==> src/rtl/bitpipe_seq_ctrl_if.sv <==
// Control bundle between bitpipe_seq_ctrl and its surroundings.
// The master modport is the sequencer side; the slave modport is the
// upstream/downstream/datapath side. With BITPIPE_PERF_EN defined, the
// bundle also carries the two performance counters.
interface bitpipe_seq_ctrl_if #(
  parameter int OCC_W = 6
);
  logic             in_valid;
  logic             in_ready;
  logic             out_valid;
  logic             out_ready;
  logic             drain;
  logic             flush;
  logic             pipe_en;
  logic             pipe_clr;
  logic [OCC_W-1:0] occupancy;
  logic             idle;
`ifdef BITPIPE_PERF_EN
  logic [15:0]      perf_accepts;
  logic [15:0]      perf_stalls;
`endif

  modport master (
    input  in_valid,
    input  out_ready,
    input  drain,
    input  flush,
    output in_ready,
    output out_valid,
    output pipe_en,
    output pipe_clr,
    output occupancy,
`ifdef BITPIPE_PERF_EN
    output perf_accepts,
    output perf_stalls,
`endif
    output idle
  );

  modport slave (
    output in_valid,
    output out_ready,
    output drain,
    output flush,
    input  in_ready,
    input  out_valid,
    input  pipe_en,
    input  pipe_clr,
    input  occupancy,
`ifdef BITPIPE_PERF_EN
    input  perf_accepts,
    input  perf_stalls,
`endif
    input  idle
  );
endinterface

==> src/rtl/bitpipe_seq_ctrl.sv <==
// bitpipe_seq_ctrl: control sequencer for a STAGES-deep bit-level register
// pipeline. Tracks one valid token per rank, applies input/output valid/ready
// handshakes, and owns the datapath's global enable and synchronous clear.
// No data passes through this block.
//
// Optional feature: define BITPIPE_PERF_EN to add saturating 16-bit counters
// perf_accepts (accepted operands) and perf_stalls (backpressure stall cycles).
//
// state | meaning
// ------+----------------------------------------------------------------
// IDLE  | pipeline empty, waiting for the first operand
// RUN   | tokens in flight, accepting and shifting
// STALL | last rank holds a result the consumer has not taken; all frozen
// DRAIN | input closed, pipeline empties; held while drain stays high
// FLUSH | single cycle: ranks cleared, enable low
module bitpipe_seq_ctrl #(
  parameter int STAGES = 4,
  parameter int OCC_W  = 6
) (
  input logic               clk,
  input logic               rst,
  bitpipe_seq_ctrl_if.master bus
);

  typedef enum logic [2:0] {
    S_IDLE  = 3'd0,
    S_RUN   = 3'd1,
    S_STALL = 3'd2,
    S_DRAIN = 3'd3,
    S_FLUSH = 3'd4
  } state_t;

  state_t             state_q;
  state_t             state_d;
  logic [STAGES-1:0]  vld_q;
  logic [STAGES-1:0]  vld_d;
  logic [OCC_W-1:0]   occ_q;
  logic [OCC_W-1:0]   occ_d;

  logic out_valid;
  logic stall_bp;
  logic pipe_en;
  logic in_ready;
  logic accept;
  logic xfer;

  // Handshake and enable terms, all combinational from state and token bits.
  always_comb begin
    out_valid = vld_q[STAGES-1];
    stall_bp  = out_valid && !bus.out_ready;
    pipe_en   = !stall_bp && (state_q != S_FLUSH);
    in_ready  = pipe_en && ((state_q == S_IDLE) || (state_q == S_RUN))
                && !bus.drain && !bus.flush;
    accept    = bus.in_valid && in_ready;
    xfer      = out_valid && bus.out_ready;
  end

  // Token shift and occupancy update. A flush request clears on the edge it
  // is sampled, so a stalled result disappears in the very next cycle.
  always_comb begin
    vld_d = vld_q;
    occ_d = occ_q;
    if (bus.flush || (state_q == S_FLUSH)) begin
      vld_d = '0;
      occ_d = '0;
    end else begin
      if (pipe_en) begin
        vld_d = {vld_q[STAGES-2:0], accept};
      end
      if (accept && !xfer) begin
        occ_d = occ_q + OCC_W'(1);
      end else if (!accept && xfer) begin
        occ_d = occ_q - OCC_W'(1);
      end
    end
  end

  // Next-state logic; flush overrides everything, drain overrides accept.
  always_comb begin
    state_d = state_q;
    if (bus.flush) begin
      state_d = S_FLUSH;
    end else begin
      case (state_q)
        S_IDLE: begin
          if (bus.drain) begin
            state_d = S_DRAIN;
          end else if (accept) begin
            state_d = S_RUN;
          end
        end
        S_RUN: begin
          if (bus.drain) begin
            state_d = S_DRAIN;
          end else if (stall_bp) begin
            state_d = S_STALL;
          end else if ((occ_d == '0) && !accept) begin
            state_d = S_IDLE;
          end
        end
        S_STALL: begin
          if (bus.drain) begin
            state_d = S_DRAIN;
          end else if (bus.out_ready) begin
            state_d = S_RUN;
          end
        end
        S_DRAIN: begin
          if (!bus.drain && (occ_q == '0)) begin
            state_d = S_IDLE;
          end
        end
        S_FLUSH: begin
          state_d = bus.drain ? S_DRAIN : S_IDLE;
        end
        default: begin
          state_d = S_IDLE;
        end
      endcase
    end
  end

  // State, token and occupancy registers with synchronous reset.
  always_ff @(posedge clk) begin
    if (rst) begin
      state_q <= S_IDLE;
      vld_q   <= '0;
      occ_q   <= '0;
    end else begin
      state_q <= state_d;
      vld_q   <= vld_d;
      occ_q   <= occ_d;
    end
  end

  assign bus.out_valid = out_valid;
  assign bus.in_ready  = in_ready;
  assign bus.pipe_en   = pipe_en;
  // Reset clears the datapath ranks in the same cycle it is applied.
  assign bus.pipe_clr  = rst || (state_q == S_FLUSH);
  assign bus.occupancy = occ_q;
  assign bus.idle      = (state_q == S_IDLE);

`ifdef BITPIPE_PERF_EN
  logic [15:0] acc_cnt_q;
  logic [15:0] stall_cnt_q;

  // Saturating performance counters; only reset clears them.
  always_ff @(posedge clk) begin
    if (rst) begin
      acc_cnt_q   <= '0;
      stall_cnt_q <= '0;
    end else begin
      if (accept && (acc_cnt_q != 16'hFFFF)) begin
        acc_cnt_q <= acc_cnt_q + 16'd1;
      end
      if (stall_bp && (state_q != S_FLUSH) && (stall_cnt_q != 16'hFFFF)) begin
        stall_cnt_q <= stall_cnt_q + 16'd1;
      end
    end
  end

  assign bus.perf_accepts = acc_cnt_q;
  assign bus.perf_stalls  = stall_cnt_q;
`endif

endmodule

==> src/flat_wrapper.sv <==
// flat-port wrapper written by rule: the top's interface ports become plain ports
module bitpipe_seq_ctrl_flat 
#(
  parameter int STAGES = 4,
  parameter int OCC_W  = 6
)
  (clk, rst, bus_in_valid, bus_out_ready, bus_drain, bus_flush, bus_in_ready, bus_out_valid, bus_pipe_en, bus_pipe_clr, bus_occupancy, bus_idle);
  bitpipe_seq_ctrl_if #(.OCC_W(OCC_W)) bus_i ();
  input logic clk;
  input logic rst;
  input wire logic [$bits(bus_i.in_valid)-1:0] bus_in_valid;
  input wire logic [$bits(bus_i.out_ready)-1:0] bus_out_ready;
  input wire logic [$bits(bus_i.drain)-1:0] bus_drain;
  input wire logic [$bits(bus_i.flush)-1:0] bus_flush;
  output wire logic [$bits(bus_i.in_ready)-1:0] bus_in_ready;
  output wire logic [$bits(bus_i.out_valid)-1:0] bus_out_valid;
  output wire logic [$bits(bus_i.pipe_en)-1:0] bus_pipe_en;
  output wire logic [$bits(bus_i.pipe_clr)-1:0] bus_pipe_clr;
  output wire logic [$bits(bus_i.occupancy)-1:0] bus_occupancy;
  output wire logic [$bits(bus_i.idle)-1:0] bus_idle;
  assign bus_i.in_valid = bus_in_valid;
  assign bus_i.out_ready = bus_out_ready;
  assign bus_i.drain = bus_drain;
  assign bus_i.flush = bus_flush;
  assign bus_in_ready = bus_i.in_ready;
  assign bus_out_valid = bus_i.out_valid;
  assign bus_pipe_en = bus_i.pipe_en;
  assign bus_pipe_clr = bus_i.pipe_clr;
  assign bus_occupancy = bus_i.occupancy;
  assign bus_idle = bus_i.idle;
  bitpipe_seq_ctrl #(.STAGES(STAGES), .OCC_W(OCC_W)) u_core (.clk(clk), .rst(rst), .bus(bus_i));
endmodule
==> config.mk <==
export PLATFORM = sky130hd
export DESIGN_NAME = bitpipe_seq_ctrl_flat
export DESIGN_NICKNAME = d
export VERILOG_FILES = /design/src/rtl/bitpipe_seq_ctrl_if.sv /design/src/rtl/bitpipe_seq_ctrl.sv /design/src/flat_wrapper.sv
export SDC_FILE = /design/constraint.sdc
export NUM_CORES = 1
export LEC_CHECK = 0
export CAP_MARGIN = 5
export CELL_PAD_IN_SITES_DETAIL_PLACEMENT = 1
export CELL_PAD_IN_SITES_GLOBAL_PLACEMENT = 1
export CORE_ASPECT_RATIO = 0.75
export CORE_UTILIZATION = 38
export CTS_BUF_LIST = sky130_fd_sc_hd__clkbuf_4
export DETAILED_ROUTE_END_ITERATION = 16
export PLACE_DENSITY = 0.86
export RECOVER_POWER = 25
export REMOVE_ABC_BUFFERS = 1
export SYNTH_ARGS = -nofsm -noshare
export SYNTH_HDL_FRONTEND = slang
export SYNTH_SLANG_ARGS = --single-unit
==> constraint.sdc <==
create_clock -name clk -period 2.8 [get_ports clk]
set_clock_uncertainty 0.15 [all_clocks]
set_input_delay 0.56 -clock clk [delete_from_list [all_inputs] [get_ports clk]]
set_output_delay 0.56 -clock clk [all_outputs]
set_load 0.02 [all_outputs]
==> summary.txt, run 1 <==
Number of global-route vias before repair - 954
Clock Latency Late Sink - 0.28 ns
Remaining DRCs - 2
Final setup fails - 0
Reg2reg start - u_core.bus.occupancy[2]$_SDFF_PP0_
Grt ovf - 0
Crit path capture - bus_pipe_en
Period minus WS final - 2.67 ns
Post-place instance area - 1110 µm²
CP peak stage delay - 0.64 ns
CP Launch Type - primary input
Pwr per Cell Area - 339 nW/µm²
Critical path's top delay family - buffers and inverters
Slew margin rel. - 0.676
Crit path buf inv count - 2
VDD IR max - 0.279 mV
IO buf count - 16
Flop2flop setup slack - 0.56 ns
Die X - 56.8 µm
Synthesized instance count - 108
Fill cells - 255
Synth area leaders - dfxtp_1 30%, nor2_1 6.6%, ha_1 4.4%
Fin cells - 160
Sequential share of the synthesized area - 0.305
Status - finished, violations left
WP data required - 2.09 ns
Initial DRT Pass Iterations - 10
Io pins - 17
Highest attainable clock frequency - 0.374 GHz
Hold WC Path Type - flop to flop
Die height - 43.1 µm
Total core area - 2070 µm²
Antenna cells - 0
Die area - 2440 µm²
Hpwl dp - 2.00 mm
WL per Instance - 16.5 µm
CP max FO - 4
Syn Area/Cell - 7.91 µm²
CP endpoint kind - output port
CTS tree - built
RSZ-0062 raised after global routing - false
Worst-path clk slew - 0.09 ns
# Max-Cap Violations - 0
Post-CTS Hold Buffers - 0
TritonCTS Buffers - 3
Area growth syn-to-layout - 33.4%
Leakage - 0.000451 µW
Most used cell, CP - clkdlybuf4s50_1
CTS sink count - 13
WL final - 2.64 mm
Fin Hold WS - 0.337 ns
Yosys reg bits - 13
Critical Path Start - bus_out_ready
Most common cell after layout, fill and taps aside - nor2_1
Fraction of layout cells with a size suffix above 1 - 0.154
Starting Density - 0.413
Total global-route track usage - 0.247
H-tree levels - 1
Antenna Nets Post-Route - 0
Final instance area - 1140 µm²
Clock root buffer - clkbuf_4
Num rows - 14
Worst-case clock buffer depth - 2
Failing checks - DRC
Synthesized area - 855 µm²
Via count - 916
Crit path cell chain - clkdlybuf4s50_1 > nor2b_2 > a21oi_1 > clkdlybuf4s50_1
Pin count of the biggest net entering global routing - 12
Period Utilization, post-route - 0.954
Initial antenna violation count - 0
Reg2Reg Depth - 6
Number of vias per cell - 5.73
Reg-to-Reg End - u_core.state_q[0]$_SDFFE_PP0P_
Nets - 146
GP Congestion - 0.831
Placed Cells - 156
Final Max Tran Viols - 0
CP max-delay cell - clkdlybuf4s50_1
Most frequent cells in the layout - 15 x nor2_1, 14 x clkdlybuf4s50_1, 13 x dfxtp_1
Pin slew with the least headroom to its limit - 0.474 ns
Distinct cells, synth - 35
Synth top area share - 0.305
Critical path arrival - 1.96 ns
Critical path class - primary input to output port
Endpoints failing hold - 0
First-pass GRT wire length - 4.48 mm
Area leader, netlist - dfxtp_1
WP depth - 4
Synth Warn # - 0
1st-iter DRT viols - 31
-- tightest hold or removal path: stages, from the launching register on --
cell     delay [ns]
dfxtp_1        0.34
nor2_1         0.05
nor2_1         0.07
-- flip-flops by register name (all words and copies together), names as in the netlist --
name,count
u_core.vld_q,4
u_core.bus.occupancy,6
u_core.state_q,3
-- cells by family (layout without fill, tap and decap cells) --
kind of cell / count (synthesis) / count (layout) / share of synthesized area
multiplexers: 2 / 2 / 0.0234
AO/OA/AOI/OAI: 24 / 24 / 0.187
AND/OR/NAND/NOR: 48 / 48 / 0.310
flip-flops: 13 / 13 / 0.305
adder cells (fa/ha/maj): 3 / 3 / 0.0439
XOR/XNOR: 7 / 7 / 0.0717
buffers and inverters: 11 / 39 / 0.0586
-- power by group --
| part | internal [µW] | switching, µW | leakage (µW) |
|---|---|---|---|
| sequential | 188 | 5.80 | 0.000105 |
| clock | 53.0 | 69.1 | 0.0000177 |
| combinational | 34.2 | 37.0 | 0.000328 |
-- metrics by stage --
step	TNS [ns]	worst slack [ns]	utilization	power, µW
finish	0	0.129	0.551	387
global route	0	0.0559	0.551	408
CTS	0	0.102	0.552	390
detailed placement	-0.0732	-0.0732	0.539	269
global placement	-0.0763	-0.0763	0.539	267
floorplan	0	0.578	-	229
-- final cells by class --
class                      instances  area [µm²]  share of cell area
multi-input combinational         84         547               0.480
sequential                        13         260               0.228
timing repair buffer              29         253               0.222
tap                               24        30.0              0.0263
clock buffer                       3        22.5              0.0198
inverter                           6        22.5              0.0198
clock inverter                     1        5.00             0.00439
-- synth_stat cells --
cell       number
nand2b_1        1
o21a_1          1
nand4_1         2
nor2_1         15
a31oi_1         3
nand2_1         8
or3_1           2
nand3_1         4
and4_1          1
nor3b_4         1
a32oi_1         2
ha_1            3
o22ai_1         1
nor4_1          3
buf_2           1
a2111oi_0       2
o41ai_1         1
dfxtp_1        13
buf_6           1
clkbuf_1        3
nor3_1          6
a211oi_1        1
o21ai_2         1
o21ai_0         4
nor2b_1         2
and3_2          1
nor4b_4         1
a41o_1          1
inv_1           6
xor2_1          3
or4_1           1
a21o_1          1
mux2i_1         2
xnor2_1         4
a21oi_1         6
-- how the worst min path moves through the flow --
stage / startpoint / endpoint / slack (ns) / cells past startpoint
finish: u_core.vld_q[2]$_SDFFE_PP0N_ / u_core.vld_q[3]$_SDFFE_PP0N_ / 0.34 / 2
global route: u_core.vld_q[2]$_SDFFE_PP0N_ / u_core.vld_q[3]$_SDFFE_PP0N_ / 0.38 / 2
CTS: u_core.vld_q[2]$_SDFFE_PP0N_ / u_core.vld_q[3]$_SDFFE_PP0N_ / 0.34 / 2
detailed placement: u_core.vld_q[2]$_SDFFE_PP0N_ / u_core.vld_q[3]$_SDFFE_PP0N_ / 0.31 / 2
global placement: u_core.vld_q[2]$_SDFFE_PP0N_ / u_core.vld_q[3]$_SDFFE_PP0N_ / 0.32 / 2
floorplan: u_core.vld_q[2]$_SDFFE_PP0N_ / u_core.vld_q[3]$_SDFFE_PP0N_ / 0.29 / 2
-- layer usage --
metal	up-vias	GRT usage	share of wire
met1	442	0.327	0.49
met3	4	0.0610	0.045
met2	25	0.405	0.46
met5	-	0	0
li1	445	-	-
met4	0	0.0634	0.0080
-- what timing repair did --
item,CTS,global route
resized for setup,1,1
hold endpoints to repair,0,0
setup buffers,0,0
cloned,0,0
setup endpoints to repair,1,1
No activity file was read; power rests on OpenSTA's default activity.
==> run 2: changes to the inputs <==
--- a/config.mk
+++ b/config.mk
@@ -5,16 +5,16 @@
 export SDC_FILE = /design/constraint.sdc
 export NUM_CORES = 1
 export LEC_CHECK = 0
-export CAP_MARGIN = 5
 export CELL_PAD_IN_SITES_DETAIL_PLACEMENT = 1
 export CELL_PAD_IN_SITES_GLOBAL_PLACEMENT = 1
 export CORE_ASPECT_RATIO = 0.75
 export CORE_UTILIZATION = 38
 export CTS_BUF_LIST = sky130_fd_sc_hd__clkbuf_4
 export DETAILED_ROUTE_END_ITERATION = 16
-export PLACE_DENSITY = 0.86
+export PLACE_DENSITY = 0.9
 export RECOVER_POWER = 25
 export REMOVE_ABC_BUFFERS = 1
+export SKIP_LAST_GASP = 1
 export SYNTH_ARGS = -nofsm -noshare
 export SYNTH_HDL_FRONTEND = slang
 export SYNTH_SLANG_ARGS = --single-unit
==> summary.txt, run 2 (synthesis gave the netlist of run 1 again) <==
Status - finished, final reports clean (was finished, violations left)
Clock root buffer - clkbuf_4 (unchanged)
CTS tree - built (unchanged)
Most frequent cells in the layout - 15 x nor2_1, 14 x clkdlybuf4s50_1, 13 x dfxtp_1 (unchanged)
Hold WC Path Type - flop to flop (unchanged)
Area growth syn-to-layout - 31.6% (was 33.4%)
Number of vias per cell - 6.06 (was 5.73)
CP peak stage delay - 0.44 ns (was 0.64 ns)
Period minus WS final - 2.79 ns (was 2.67 ns)
Crit path cell chain - clkdlybuf4s50_1 > or3_1 > nor3_1 > dlygate4sd2_1 (was clkdlybuf4s50_1 > nor2b_2 > a21oi_1 > clkdlybuf4s50_1)
Fin Hold WS - 0.351 ns (was 0.337 ns)
Endpoints failing hold - 0 (unchanged)
CP max-delay cell - clkdlybuf4s50_1 (unchanged)
# Max-Cap Violations - 0 (unchanged)
WL final - 2.77 mm (was 2.64 mm)
Clock Latency Late Sink - 0.29 ns (was 0.28 ns)
Highest attainable clock frequency - 0.358 GHz (was 0.374 GHz)
Fin cells - 159 (was 160)
Antenna cells - 0 (unchanged)
RSZ-0062 raised after global routing - false (unchanged)
CP max FO - 2 (was 4)
Leakage - 0.000439 µW (was 0.000451 µW)
Die height - 43.1 µm (unchanged)
Antenna Nets Post-Route - 0 (unchanged)
Fraction of layout cells with a size suffix above 1 - 0.126 (was 0.154)
Final setup fails - 0 (unchanged)
GP Congestion - 0.864 (was 0.831)
Slew margin rel. - 0.684 (was 0.676)
Max reg flops - 6 (unchanged)
Pin slew with the least headroom to its limit - 0.462 ns (was 0.474 ns)
Num rows - 14 (unchanged)
Final Max Tran Viols - 0 (unchanged)
Io pins - 17 (unchanged)
Via count - 964 (was 916)
Nets - 145 (was 146)
Post-CTS Hold Buffers - 0 (unchanged)
Critical path's top delay family - buffers and inverters (unchanged)
Placed Cells - 155 (was 156)
CTS sink count - 13 (unchanged)
TritonCTS Buffers - 3 (unchanged)
H-tree levels - 1 (unchanged)
Combinational Power Share - 0.180 (was 0.184)
Number of global-route vias before repair - 940 (was 954)
First-pass GRT wire length - 4.66 mm (was 4.48 mm)
Initial DRT Pass Iterations - 4 (was 10)
Crit path buf inv count - 2 (unchanged)
VDD IR max - 0.253 mV (was 0.279 mV)
Period Utilization, post-route - 0.998 (was 0.954)
Die area - 2440 µm² (unchanged)
Clock power share - 0.326 (was 0.316)
CP endpoint kind - output port (unchanged)
Worst-path clk slew - 0.09 ns (about the same)
WL per Instance - 17.4 µm (was 16.5 µm)
Total global-route track usage - 0.257 (was 0.247)
Die X - 56.8 µm (unchanged)
Remaining DRCs - 0 (was 2)
Post-CTS setup buffer count - 0 (unchanged)
Pin count of the biggest net entering global routing - 12 (unchanged)
Initial antenna violation count - 0 (unchanged)
Critical path arrival - 2.08 ns (was 1.96 ns)
Sw Pwr - 118 µW (was 112 µW)
WP data required - 2.09 ns (about the same)
Final design utilization - 0.544 (was 0.551)
Worst-case clock buffer depth - 2 (unchanged)
Critical path class - primary input to output port (unchanged)
Internal power - 273 µW (was 275 µW)
1st-iter DRT viols - 30 (was 31)
Total core area - 2070 µm² (unchanged)
Starting Density - 0.413 (unchanged)
Switching share of power - 0.302 (was 0.289)
Part of the power in registers - 0.493 (was 0.500)
Pwr per Cell Area - 348 nW/µm² (was 339 nW/µm²)
CP Launch Type - primary input (unchanged)
IO buf count - 16 (unchanged)
Hpwl dp - 2.05 mm (was 2.00 mm)
Grt ovf - 0 (unchanged)
Most common cell after layout, fill and taps aside - nor2_1 (unchanged)
-- run 2: cell count changes in the layout (fill, tap and decap cells not counted) --
cell            delta
buf_4              -3
clkbuf_1           +2
dlygate4sd3_1      -1
dlymetal6s2s_1     +1
nor2b_1            +1
nor2b_2            -1
-- run 2: timing repair --
action / 4_1_cts / 5_1_grt
setup endpoints to repair: 1 / 1
endpoints found under the hold margin: 0 / 0
pin swaps: 0 / 0
resized for setup: 1 / 1
-- run 2: area by class of cell --
cell class / instances / area (µm²)
clock buffer: 3 / 22.5
tap: 24 / 30.0
sequential: 13 / 260
timing repair buffer: 28 / 240
fill: 257 / 942
clock inverter: 1 / 5.00
multi-input combinational: 84 / 544
inverter: 6 / 22.5
-- run 2: power by group through the flow --
stage                     Combinational (µW)  Sequential, µW  Clock, µW
after floorplan                         31.7             198          0
after global placement                  68.5             197          0
after detailed placement                71.8             197          0
after CTS                               72.1             193        128
after global routing                    75.9             194        136
final                                   70.6             193        128
-- run 2: per-stage QoR --
step | setup TNS [ns] | instance area [µm²] | setup slack, ns | total power [µW]
2_1_floorplan | 0 | 827 | 0.578 | 229
3_3_place_gp | -0.0645 | 1110 | -0.0645 | 265
3_5_place_dp | -0.176 | 1110 | -0.165 | 269
4_1_cts | 0 | 1130 | 0.0298 | 393
5_1_grt | 0 | 1120 | 0.00726 | 406
6_report | 0 | 1120 | 0.00683 | 391
-- run 2: per-layer routing --
metal	part of all wire	wire, µm	track usage
met3	0.044	123	0.0244
met2	0.47	1300	0.438
met4	0.027	76	0.122
met5	0	0	0
met1	0.46	1270	0.329
-- run 2: worst paths after layout --
path	startpoint	end	slack (ns)	cells past startpoint
max	bus_drain	bus_in_ready	0.007	4
min	u_core.vld_q[0]$_SDFFE_PP0N_	u_core.vld_q[0]$_SDFFE_PP0N_	0.35	2
max reg2reg	u_core.bus.occupancy[2]$_SDFF_PP0_	u_core.state_q[0]$_SDFFE_PP0P_	0.50	6
min reg2reg	u_core.vld_q[0]$_SDFFE_PP0N_	u_core.vld_q[0]$_SDFFE_PP0N_	0.35	2
-- run 2: worst reg2reg max path, stage by stage (launching register included) --
cell,delay [ns]
dfxtp_1,0.42
or3_1,0.48
or4_1,0.44
o21ai_2,0.13
xnor2_1,0.18
nand4_1,0.14
a41o_1,0.26
